--- src/rtl/cache_pkg.sv ---
// Shared types and helpers for the data-cache miss/refill controller.
package cache_pkg;

    localparam int unsigned DEFAULT_ADDR_WIDTH = 32;
    localparam int unsigned DEFAULT_DATA_WIDTH = 32;
    localparam int unsigned MAX_ADDR_WIDTH     = 64;

    typedef enum logic [2:0] {
        IDLE,
        RD_REQ,
        RD_WAIT,
        FILL,
        WR_REQ
    } state_t;

    // Clears the byte offset; callers zero-extend into and truncate out of MAX_ADDR_WIDTH.
    function automatic logic [MAX_ADDR_WIDTH-1:0] word_align(input logic [MAX_ADDR_WIDTH-1:0] addr);
        return {addr[MAX_ADDR_WIDTH-1:2], 2'b00};
    endfunction

endpackage

--- src/rtl/sat_counter.sv ---
// Up-counter that sticks at all-ones instead of wrapping.
module sat_counter #(
    parameter int unsigned WIDTH = 32
) (
    input  logic             clk,
    input  logic             rst_n,
    input  logic             inc,
    output logic [WIDTH-1:0] count
);

    always_ff @(posedge clk or negedge rst_n) begin
        if (!rst_n) begin
            count <= '0;
        end else if (inc && (count != '1)) begin
            count <= count + WIDTH'(1);
        end
    end

endmodule

--- src/rtl/cache_miss_handler.sv ---
// Read-miss refill and write-through store controller sitting behind the direct-mapped data cache.
module cache_miss_handler
    import cache_pkg::*;
#(
    parameter int unsigned ADDR_WIDTH = DEFAULT_ADDR_WIDTH,
    parameter int unsigned DATA_WIDTH = DEFAULT_DATA_WIDTH,
    parameter int unsigned CNT_WIDTH  = 32
) (
    input  logic                  clk,
    input  logic                  rst_n,
    input  logic                  cpu_req_i,
    input  logic                  cpu_we_i,
    input  logic [ADDR_WIDTH-1:0] cpu_addr_i,
    input  logic [DATA_WIDTH-1:0] cpu_wdata_i,
    input  logic                  cache_hit_i,
    output logic                  stall_o,
    output logic [DATA_WIDTH-1:0] rdata_o,
    output logic                  rdata_valid_o,
    output logic                  fill_we_o,
    output logic [ADDR_WIDTH-1:0] fill_addr_o,
    output logic [DATA_WIDTH-1:0] fill_data_o,
    output logic                  mem_req_o,
    output logic                  mem_we_o,
    output logic [ADDR_WIDTH-1:0] mem_addr_o,
    output logic [DATA_WIDTH-1:0] mem_wdata_o,
    input  logic                  mem_gnt_i,
    input  logic                  mem_rvalid_i,
    input  logic [DATA_WIDTH-1:0] mem_rdata_i,
    output logic [CNT_WIDTH-1:0]  read_hits_o,
    output logic [CNT_WIDTH-1:0]  read_misses_o
);

    state_t                state_q, state_d;
    logic [ADDR_WIDTH-1:0] addr_q;
    logic [DATA_WIDTH-1:0] wdata_q;
    logic [DATA_WIDTH-1:0] data_q;
    logic                  hit_q;
    logic [ADDR_WIDTH-1:0] cpu_addr_aligned;

    logic hit_inc, miss_inc, latch_rd, latch_wr, capture;

    assign cpu_addr_aligned = ADDR_WIDTH'(word_align(MAX_ADDR_WIDTH'(cpu_addr_i)));

    always_ff @(posedge clk or negedge rst_n) begin
        if (!rst_n) begin
            state_q <= IDLE;
        end else begin
            state_q <= state_d;
        end
    end

    // Request copies: everything after IDLE runs off these, not the live cpu_* inputs.
    always_ff @(posedge clk or negedge rst_n) begin
        if (!rst_n) begin
            addr_q  <= '0;
            wdata_q <= '0;
            hit_q   <= 1'b0;
            data_q  <= '0;
        end else begin
            if (latch_rd || latch_wr) begin
                addr_q <= cpu_addr_aligned;
            end
            if (latch_wr) begin
                wdata_q <= cpu_wdata_i;
                hit_q   <= cache_hit_i;
            end
            if (capture) begin
                data_q <= mem_rdata_i;
            end
        end
    end

    always_comb begin
        state_d       = state_q;
        stall_o       = 1'b0;
        rdata_o       = '0;
        rdata_valid_o = 1'b0;
        fill_we_o     = 1'b0;
        fill_addr_o   = '0;
        fill_data_o   = '0;
        mem_req_o     = 1'b0;
        mem_we_o      = 1'b0;
        mem_addr_o    = '0;
        mem_wdata_o   = '0;
        hit_inc       = 1'b0;
        miss_inc      = 1'b0;
        latch_rd      = 1'b0;
        latch_wr      = 1'b0;
        capture       = 1'b0;

        unique case (state_q)
            IDLE: begin
                if (cpu_req_i) begin
                    if (cpu_we_i) begin
                        stall_o  = 1'b1;
                        latch_wr = 1'b1;
                        state_d  = WR_REQ;
                    end else if (cache_hit_i) begin
                        hit_inc = 1'b1;
                    end else begin
                        stall_o  = 1'b1;
                        latch_rd = 1'b1;
                        miss_inc = 1'b1;
                        state_d  = RD_REQ;
                    end
                end
            end
            RD_REQ: begin
                stall_o    = 1'b1;
                mem_req_o  = 1'b1;
                mem_addr_o = addr_q;
                if (mem_gnt_i) begin
                    capture = mem_rvalid_i;
                    state_d = mem_rvalid_i ? FILL : RD_WAIT;
                end
            end
            RD_WAIT: begin
                stall_o = 1'b1;
                if (mem_rvalid_i) begin
                    capture = 1'b1;
                    state_d = FILL;
                end
            end
            FILL: begin
                fill_we_o     = 1'b1;
                fill_addr_o   = addr_q;
                fill_data_o   = data_q;
                rdata_o       = data_q;
                rdata_valid_o = 1'b1;
                state_d       = IDLE;
            end
            WR_REQ: begin
                stall_o     = 1'b1;
                mem_req_o   = 1'b1;
                mem_we_o    = 1'b1;
                mem_addr_o  = addr_q;
                mem_wdata_o = wdata_q;
                // Posted write: release the pipeline on grant; update the cache only if the line was present.
                if (mem_gnt_i) begin
                    stall_o = 1'b0;
                    state_d = IDLE;
                    if (hit_q) begin
                        fill_we_o   = 1'b1;
                        fill_addr_o = addr_q;
                        fill_data_o = wdata_q;
                    end
                end
            end
            default: state_d = IDLE;
        endcase
    end

    sat_counter #(.WIDTH(CNT_WIDTH)) u_hit_cnt (
        .clk   (clk),
        .rst_n (rst_n),
        .inc   (hit_inc),
        .count (read_hits_o)
    );

    sat_counter #(.WIDTH(CNT_WIDTH)) u_miss_cnt (
        .clk   (clk),
        .rst_n (rst_n),
        .inc   (miss_inc),
        .count (read_misses_o)
    );

endmodule

--- config.mk ---
export PLATFORM = sky130hd
export DESIGN_NAME = cache_miss_handler
export DESIGN_NICKNAME = d
export VERILOG_FILES = /design/src/rtl/cache_pkg.sv /design/src/rtl/sat_counter.sv /design/src/rtl/cache_miss_handler.sv
export SDC_FILE = /design/constraint.sdc
export NUM_CORES = 1
export LEC_CHECK = 0
export BUFFER_PORTS_ARGS = -buffer_cell sky130_fd_sc_hd__buf_2
export CORE_UTILIZATION = 49
export DETAILED_ROUTE_END_ITERATION = 8
export PLACE_DENSITY = 0.86
export SETUP_SLACK_MARGIN = 0.5
export SLEW_MARGIN = 20
export SYNTH_ARGS = -nofsm -noshare
export SYNTH_HDL_FRONTEND = slang
export SYNTH_HIERARCHICAL = 1
export SYNTH_SLANG_ARGS = --single-unit
--- constraint.sdc ---
create_clock -name clk -period 3.1 [get_ports clk]
set_clock_uncertainty 0.2 [all_clocks]
set_input_delay 0.62 -clock clk [delete_from_list [all_inputs] [get_ports clk]]
set_output_delay 0.62 -clock clk [all_outputs]
set_load 0.005 [all_outputs]
==> results of run 1 <==
## flip-flops by register name (all words and copies together) (netlist names)
| signal | count |
|---|---|
| data_q | 32 |
| u_hit_cnt/count | 32 |
| u_miss_cnt/count | 32 |
| wdata_q | 32 |
| addr_q | 30 |
| state_q | 3 |
| hit_q | 1 |
## worst reg2reg max path, cell delays in order (launching register included)
cell	delay (ns)
dfrtp_2	0.45
buf_4	0.18
buf_4	0.15
nor4b_4	0.28
buf_4	0.15
nand2_2	0.51
mux2_2	0.53
## cell usage after synthesis (all sizes together), types with 12 or more instances
cell type	count
dfrtp	162
and2	124
mux2	99
xnor2	50
nand2	38
a21o	32
nand3	32
nand4	32
buf	23
nor2	21
clkbuf	14
nor3	12
## final timing paths
path,slack [ns],cells after the start,startpoint,endpoint
setup / recovery,0.38,7,state_q[0]$_DFFE_PN0P_,fill_data_o[20]
hold / removal,0.22,2,mem_rdata_i[29],data_q[29]$_DFFE_PN0P_
setup reg to reg,0.54,6,state_q[0]$_DFFE_PN0P_,wdata_q[12]$_DFFE_PN0P_
hold reg to reg,0.30,1,data_q[29]$_DFFE_PN0P_,data_q[29]$_DFFE_PN0P_
max in group asynchronous,1.48,3,rst_n,data_q[3]$_DFFE_PN0P_
min in group asynchronous,0.49,2,rst_n,addr_q[16]$_DFFE_PN0P_
## kinds of logic (layout without fill, tap and decap cells)
kind of cell	Yosys count	in the layout	synth area share (%)
other	1	6	0.0457
buffers and inverters	40	399	2.87
AO/OA/AOI/OAI	52	54	4.94
multiplexers	99	99	13.6
flip-flops	162	162	49.4
XOR/XNOR	60	60	6.41
AND/OR/NAND/NOR	300	300	22.4
adder cells (fa/ha/maj)	2	2	0.305
## where the power goes
part           internal [W]  switching, W
clock network       0.00114      0.000895
registers           0.00282      0.000524
logic               0.00160       0.00123
## what timing repair did
item                                    CTS  global route
gates cloned                              3             2
buffers inserted                         14             9
pin swaps                                 3            44
resized for setup                        17            42
endpoints found under the hold margin    39             0
hold buffers                              1             0
endpoints found under the setup margin  164           144
## stage by stage
step / cell area, um2 / hold WS, ns / cells / total power (W) / utilization [%]
global placement: 10000 / 0.264 / 1236 / 0.00573 / 62.2
global route: 11100 / 0.215 / 1298 / 0.00864 / 69.0
detailed placement: 10000 / 0.280 / 1236 / 0.00586 / 62.2
CTS: 10800 / 0.206 / 1285 / 0.00806 / 67.0
floorplan: 8220 / 0.124 / 719 / 0.00477 / -
finish: 11100 / 0.218 / 1298 / 0.00821 / 69.0
## final cells by class
cell class	count	area share [%]
multi-input combinational	519	36.6
inverter	3	0.146
clock inverter	13	1.14
timing repair buffer	365	19.1
antenna	2	0.0450
tap	216	2.43
clock buffer	18	3.95
sequential	162	36.5
## layer usage
layer,part of all wire (%),GRT usage [%],wire length [um],vias to the layer above
met5,0,0,0,-
met4,2.0,9.63,471,0
met3,6.3,5.32,1510,33
met2,51,47.5,12300,319
met1,41,32.0,9750,3423
li1,-,-,-,3195
==> results.md, run 1 <==
- Row cnt: 46
- Area fraction of the dominant cell type after synthesis: 49.4%
- CTS HTree Levels: 4
- Outcome: completed
- Global Route Usage Sum: 26.7%
- Synth top area cells: dfrtp_1 (49%), mux2_2 (13%), and2_1 (9.5%)
- Power Density: 738 mW/mm2
- First-pass iteration count of the detailed router: 5
- Layout cells sized above 1: 50.6%
- CTS Buf Count: 17
- Synth area leader: dfrtp_1
- Min Tclk post-route: 2.72 ns
- Die Span Y: 131 um
- Crit path buffers/inverters: 3
- Filler cells: 1,197
- Slew HR: 38.2%
- Commonest non-fill, non-tap cell in the layout: buf_2
- Critical path required time: 2.28 ns
- Antenna violations before repair: 2
- Root Buffer: clkbuf_16
- DP Wirelength: 16.0 mm
- Setup TNS: 0 ns
- Avg Cell Area, Syn: 11.5 um2
- Register area: 0.00406 mm2
- RSZ-0062 raised after global routing: yes
- Die Footprint: 0.0173 mm2
- Most frequent cells in the layout: buf_2 (314), dfrtp_1 (159), and2_1 (112)
- Dpl ws: 0.422 ns
- Yosys Warn Count: 6
- Deepest clock path buffer count: 2
- Via count: 6,970
- Wire per inst: 18.5 um
- Largest fanout on the critical path: 8
- Distinct cells, synth: 48
- Clock transition at path regs: 0.07 ns
- Routed Wire Length: 24.1 mm
- Antenna viol nets, final: 0
- Worst skew pair latency: 0.42 ns
- CP Launch Type: flop
- CP Capture Type: primary output
- Max-cap violation count: 0
- Vias in the first global route: 6,892
- Starting Density: 50.9%
- CP delay by family, top: simple AND/OR/NAND/NOR gates
- Seq cells post-synth: 162
- Final hold vios: 0
- Sequential area share after synthesis: 49.4%
- Max Fclk: 367 MHz
- Buffers on Ports: 325
- Hold Path Class: primary input to flop
- Maximum vdd ir drop: 0.559 mV
- Final setup vio count: 0
- Violation count after the first detailed-route iteration: 364
- Pleak: 5.85 nW
- Synthesized cell area: 0.00820 mm2
- Crit path DAT: 1.90 ns
- Total congestion overflow: 0
- Nets: 1,173
- Critical path type: flop to primary output
- Synth-to-Final Area Change: 35.5%
- Synth async-reset ratio: 100%
- Setup ws final: 0.378 ns
- Largest net degree at the start of global routing: 69
- CTS tree: done
- Post-Synthesis Cells: 716
- Post-synth EDFFs: 0
- Crit path cell chain: nor2_2 -> nand2_2 -> clkinv_4 -> and3_4 -> clkbuf_16 -> a21o_1 -> buf_2
- Top_reg_cell synth: dfrtp_1
- Chip Width: 131 um
- Sinks on Clock Net: 162
- Placer congestion estimate: 0.867
- Worst Tran Pin Value: 0.923 ns
- Critical path's slowest cell: dfrtp_2
- Footprint of the multi-input gates: 0.00407 mm2
- First-pass GRT wire length: 36.2 mm
- Remaining DRCs: 0
- Slowest stage delay, CP: 0.45 ns
- Final Max Slew Viols: 0
- Io pins: 332
- Period utilization: 87.8%
- Vias per cell: 5.37
- Core region area: 0.0161 mm2
(Power assumes the default switching activity.)
==> run 2: changes to the inputs <==
--- a/config.mk
+++ b/config.mk
@@ -6,9 +6,10 @@
 export NUM_CORES = 1
 export LEC_CHECK = 0
 export BUFFER_PORTS_ARGS = -buffer_cell sky130_fd_sc_hd__buf_2
-export CORE_UTILIZATION = 49
+export CORE_UTILIZATION = 50
+export CTS_BUF_LIST = sky130_fd_sc_hd__clkbuf_2 sky130_fd_sc_hd__clkbuf_4 sky130_fd_sc_hd__clkbuf_8
 export DETAILED_ROUTE_END_ITERATION = 8
-export PLACE_DENSITY = 0.86
+export PLACE_DENSITY = 0.87
 export SETUP_SLACK_MARGIN = 0.5
 export SLEW_MARGIN = 20
 export SYNTH_ARGS = -nofsm -noshare
==> run 2 against run 1 <==
Critical path depth is the same. Sequential power barely moved. Register-to-register slack better by 0.02 ns. Die area down 2.0%.
==> results.md, run 2 (synthesis gave the netlist of run 1 again) <==
- Outcome: completed
- Most frequent cells in the layout: buf_2 (318), dfrtp_1 (159), and2_1 (111)
- Core region area: 0.0159 mm2
- Antenna viol nets, final: 0
- Setup TNS: 0 ns
- CTS Buf Count: 17
- Placer congestion estimate: 0.896
- Critical path type: flop to primary output
- Root Buffer: clkbuf_8
- Pleak: 5.80 nW
- CP Capture Type: primary output
- Filler cells: 1,192
- Commonest non-fill, non-tap cell in the layout: buf_2
- Io pins: 332
- Max Fclk: 368 MHz
- Tot Pwr: 0.00790 W
- Min Tclk post-route: 2.72 ns
- Die Span Y: 130 um
- Total congestion overflow: 0
- Vias per cell: 5.40
- Seq pwr share: 42.1%
- Hold path start: mem_rdata_i[2]
- Max-cap violation count: 0
- Wire per inst: 18.2 um
- Vias in the first global route: 6,702
- CP Launch Point: state_q[0]$_DFFE_PN0P_
- Largest fanout on the critical path: 8
- Routed Wire Length: 23.7 mm
- CTS tree: done
- Period utilization: 87.7%
- Crit path DAT: 1.90 ns
- Maximum vdd ir drop: 0.508 mV
- Worst r2r src: state_q[2]$_DFFE_PN0P_
- Buffers on Ports: 325
- Worst skew pair latency: 0.45 ns
- Antenna violations before repair: 1
- Critical path required time: 2.28 ns
- Deepest clock path buffer count: 2
- Met3 WL: 1.48 mm
- Via count: 7,020
- Sw Ratio: 32.5%
- RSZ-0062 raised after global routing: yes
- Chip Width: 130 um
- Clock transition at path regs: 0.09 ns
- Sinks on Clock Net: 162
- Wl on met1: 9.46 mm
- Remaining DRCs: 0
- Worst Tran Pin Value: 0.897 ns
- Violation count after the first detailed-route iteration: 362
- Combinational Power Share: 36.6%
- Synth-to-Final Area Change: 33.6%
- Row cnt: 46
- CP Launch Type: flop
- Hold Path Class: primary input to flop
- Power share of the clock group: 21.3%
- Routed wl met2: 12.1 mm
- Internal: 0.00533 W
- Starting Density: 51.4%
- Final hold vios: 0
- Final Max Slew Viols: 0
- Die Footprint: 0.0169 mm2
- Power Density: 721 mW/mm2
- CTS HTree Levels: 4
- Largest net degree at the start of global routing: 72
- DP Wirelength: 15.9 mm
- Highest metal used: met4
- Nets: 1,176
- First-pass iteration count of the detailed router: 5
- First-pass GRT wire length: 33.7 mm
- Layout cells sized above 1: 50.9%
- Global Route Usage Sum: 26.3%
- Slew HR: 40.0%
- Switching power: 0.00257 W
- Final setup vio count: 0
## run 2: cell types whose count changed in the layout (fill, tap and decap cells not counted), moves of 2 or more
cell,change
clkbuf_8,+16
buf_2,+4
clkinv_4,-2
buf_6,-6
clkbuf_16,-18
inv_6,-2
buf_4,+6
bufinv_16,+3
## run 2: area by class of cell
type / instances / area, um2 / share of cell area (%)
Inverter: 3 / 11.3 / 0.103
Sequential cell: 162 / 4060 / 37.0
Antenna cell: 3 / 7.51 / 0.0685
Clock buffer: 18 / 241 / 2.20
Tap cell: 216 / 270 / 2.47
Multi-Input combinational cell: 519 / 4090 / 37.3
Clock inverter: 12 / 183 / 1.67
Timing Repair Buffer: 368 / 2100 / 19.2
## run 2: through the flow
stage          instances  hold slack, ns  area [um2]  worst slack (ns)  utilization (%)
2_1_floorplan        719           0.124        8220             0.492                -
6_report            1301           0.196       11000             0.381             68.7
4_1_cts             1279           0.164       10600             0.383             66.8
3_5_place_dp        1238           0.287       10000             0.399             63.0
5_1_grt             1298           0.173       10900             0.280             68.7
3_3_place_gp        1238           0.263       10000             0.451             63.0
## run 2: worst max-delay path: stages (launching register included)
cell       delay [ns]
dfrtp_2          0.44
nor2_2           0.12
nand2_1          0.11
inv_2            0.11
and3_4           0.27
clkbuf_16        0.18
a21o_1           0.12
buf_2            0.10
## run 2: path summary, 6_finish.rpt
path | slack, ns | end | cells past startpoint
min | 0.20 | data_q[2]$_DFFE_PN0P_ | 2
max reg2reg | 0.56 | u_miss_cnt/count[29]$_DFFE_PN0P_ | 11
min in group asynchronous | 0.57 | data_q[3]$_DFFE_PN0P_ | 2
max in group asynchronous | 1.37 | data_q[13]$_DFFE_PN0P_ | 3
max | 0.38 | fill_data_o[1] | 7
min reg2reg | 0.30 | data_q[9]$_DFFE_PN0P_ | 1
## run 2: layer usage
metal	up-vias	GRT usage, %
li1	3206	-
met1	3436	30.3
met2	336	46.9
met3	42	4.96
met4	0	12.9
met5	-	0
## run 2: power groups by stage
stage	clock network [W]	registers [W]	logic (W)
floorplan	0	0.00314	0.00164
global placement	0	0.00331	0.00242
detailed placement	0	0.00336	0.00250
CTS	0.00172	0.00330	0.00271
global route	0.00180	0.00341	0.00312
finish	0.00168	0.00332	0.00289
## run 2: what timing repair did
item                                   4_1_cts  5_1_grt
resized for setup                           24       34
endpoints found under the hold margin       20        0
cloned                                       3        3
hold buffers                                 1        0
setup endpoints to repair                  162      186
setup buffers                                7       16
pin swaps                                    1       18
==> run 3: changes to the inputs <==
--- a/config.mk
+++ b/config.mk
@@ -9,10 +9,9 @@
 export CORE_UTILIZATION = 50
 export CTS_BUF_LIST = sky130_fd_sc_hd__clkbuf_2 sky130_fd_sc_hd__clkbuf_4 sky130_fd_sc_hd__clkbuf_8
 export DETAILED_ROUTE_END_ITERATION = 8
-export PLACE_DENSITY = 0.87
+export PLACE_DENSITY = 0.88
 export SETUP_SLACK_MARGIN = 0.5
 export SLEW_MARGIN = 20
 export SYNTH_ARGS = -nofsm -noshare
 export SYNTH_HDL_FRONTEND = slang
-export SYNTH_HIERARCHICAL = 1
 export SYNTH_SLANG_ARGS = --single-unit
==> run 3 against run 2 <==
Clock power fell by 3%. Count of clock-buffer cells in the layout grew 6. Wire length fell by 1.3%. Flip-flop and latch count did not move. Worst setup slack gained 0.0065 ns. Core utilization increased by 0.63 points. Synthesized cell count decreased by 2.5%. Critical path type unchanged. Highest routed layer unchanged.
==> results.md, run 3 <==
- Outcome: completed
- CP Capture Type: primary output
- Dpl ws: 0.494 ns
- Die Footprint: 0.0165 mm2
- First-pass iteration count of the detailed router: 5
- Routed Wire Length: 23.4 mm
- Critical path's slowest cell: dfrtp_2
- Row cnt: 45
- Post-Synthesis Cells: 698
- CTS HTree Levels: 4
- Vias in the first global route: 6,300
- Final setup vio count: 0
- Avg Cell Area, Syn: 11.5 um2
- Core region area: 0.0154 mm2
- Nets: 1,136
- Synth area leader: dfrtp_1
- Seq cells post-synth: 162
- Antenna viol nets, final: 0
- DP Wirelength: 15.9 mm
- Crit path DAT: 1.89 ns
- Critical path type: flop to primary output
- Max Fclk: 369 MHz
- Die Span Y: 128 um
- Sequential area share after synthesis: 50.7%
- Largest net degree at the start of global routing: 68
- Placer congestion estimate: 0.865
- CP Launch Type: flop
- Antenna violations before repair: 1
- Layout cells sized above 1: 50.8%
- Max-cap violation count: 0
- Remaining DRCs: 0
- Synthesized cell area: 0.00799 mm2
- Most frequent cells in the layout: buf_2 (297), dfrtp_1 (159), mux2_2 (96)
- Global Route Usage Sum: 26.2%
- Crit path cell chain: buf_4 -> xnor2_1 -> nor2_1 -> buf_6 -> and2_1 -> buf_2
- CTS tree: done
- Post-synth EDFFs: 0
- Synth async-reset ratio: 100%
- Root Buffer: clkbuf_8
- Final hold vios: 0
- Internal: 0.00529 W
- Synth-to-Final Area Change: 33.9%
- Power Density: 731 mW/mm2
- Clock transition at path regs: 0.09 ns
- Cell with the most instances after synthesis: dfrtp_1
- First-pass GRT wire length: 32.9 mm
- Starting Density: 51.8%
- Via count: 6,858
- Power share of the clock group: 20.8%
- Yosys Warn Count: 0
- Filler cells: 1,134
- RSZ-0062 raised after global routing: yes
- Setup TNS: 0 ns
- Worst skew pair latency: 0.44 ns
- Area fraction of the dominant cell type after synthesis: 50.7%
- Seq pwr share: 42.8%
- Wire per inst: 18.6 um
- Slowest stage delay, CP: 0.46 ns
- Worst Tran Pin Value: 0.649 ns
- Deepest clock path buffer count: 2
- Synth top area cells: dfrtp_1 (51%), mux2_2 (14%), and2_1 (7.6%)
- Min Tclk post-route: 2.71 ns
- Sinks on Clock Net: 162
- Io pins: 332
- Top_reg_cell synth: dfrtp_1
- Pleak: 5.91 nW
- Chip Width: 128 um
- Period utilization: 87.5%
- Switching power: 0.00253 W
- Buffers on Ports: 325
- Vias per cell: 5.46
- Sw Ratio: 32.4%
- Slew HR: 56.7%
- Total congestion overflow: 0
- Commonest non-fill, non-tap cell in the layout: buf_2
- Hold Path Class: primary input to flop
- CTS Buf Count: 17
- Final Max Slew Viols: 0
- Setup ws final: 0.387 ns
- Violation count after the first detailed-route iteration: 414
- Post-synth top cells: dfrtp_1 (162), and2_1 (97), mux2_2 (96)
- Critical path required time: 2.28 ns
- Largest fanout on the critical path: 31
- Combinational Power Share: 36.4%
- Maximum vdd ir drop: 0.547 mV
- Distinct cells, synth: 47
## run 3: power groups by stage
stage	Combinational [W]	Sequential, W	Clock [W]
floorplan	0.00161	0.00315	0
global placement	0.00238	0.00331	0
detailed placement	0.00248	0.00336	0
CTS	0.00264	0.00331	0.00168
global route	0.00308	0.00343	0.00176
finish	0.00285	0.00335	0.00163
## run 3: area by class of cell
| class | instances | area, um2 | area share (%) |
|---|---|---|---|
| Sequential cell | 162 | 4060 | 37.9 |
| Multi-Input combinational cell | 492 | 3850 | 36.0 |
| Inverter | 6 | 22.5 | 0.210 |
| Clock inverter | 8 | 128 | 1.19 |
| Antenna cell | 1 | 2.50 | 0.0234 |
| Tap cell | 211 | 264 | 2.47 |
| Timing Repair Buffer | 352 | 2080 | 19.4 |
| Clock buffer | 24 | 299 | 2.79 |
## run 3: worst max-delay path, delay by kind of cell, from the launching register on
family	cells	cell delay, ns
buffers and inverters	3	0.52
DFF	1	0.46
and+or+nand+nor	2	0.35
xor gates and xnor gates	1	0.11
## run 3: layer usage
layer  up-vias  wire length, um  global-route usage [%]
met4         0              594                    10.6
met2       301            12300                    45.9
met3        46             1580                    5.36
met5         -                0                       0
met1      3431             8940                    31.5
li1       3080                -                       -
## run 3: cell families after synthesis
| family | count (synthesis) | synth area share (%) |
|---|---|---|
| compound gates | 47 | 4.81 |
| fa+ha+maj | 2 | 0.313 |
| xor+xnor | 62 | 6.79 |
| mux | 97 | 13.7 |
| buf+inv | 50 | 2.83 |
| other cells | 1 | 0.0469 |
| flops | 162 | 50.7 |
| simple gates | 277 | 20.8 |
## run 3: worst paths after layout
path	startpoint	endpoint	slack (ns)	cells after the start
hold / removal	cpu_wdata_i[14]	wdata_q[14]$_DFFE_PN0P_	0.20	2
hold reg to reg	u_miss_cnt.count[21]$_DFFE_PN0P_	u_miss_cnt.count[21]$_DFFE_PN0P_	0.30	1
min in group asynchronous	rst_n	u_miss_cnt.count[1]$_DFFE_PN0P_	0.54	2
max in group asynchronous	rst_n	data_q[9]$_DFFE_PN0P_	1.43	3
setup / recovery	state_q[2]$_DFFE_PN0P_	mem_addr_o[24]	0.39	6
setup reg to reg	state_q[0]$_DFFE_PN0P_	u_miss_cnt.count[27]$_DFFE_PN0P_	0.66	8
## run 3: repair_timing
action,4_1_cts,5_1_grt
endpoints found under the hold margin,65,0
resized for setup,26,48
cloned,2,2
setup endpoints to repair,152,128
hold buffers,1,0
setup buffers,9,3
pin swaps,19,24
## run 3: stage by stage
step / utilization [%] / hold slack, ns / power (W) / area, um2 / instances
CTS: 67.6 / 0.162 / 0.00762 / 10400 / 1250
global placement: 63.7 / 0.259 / 0.00569 / 9820 / 1206
detailed placement: 63.7 / 0.283 / 0.00584 / 9820 / 1206
global route: 69.4 / 0.166 / 0.00828 / 10700 / 1256
floorplan: - / 0.124 / 0.00476 / 8000 / 701
finish: 69.4 / 0.199 / 0.00783 / 10700 / 1256
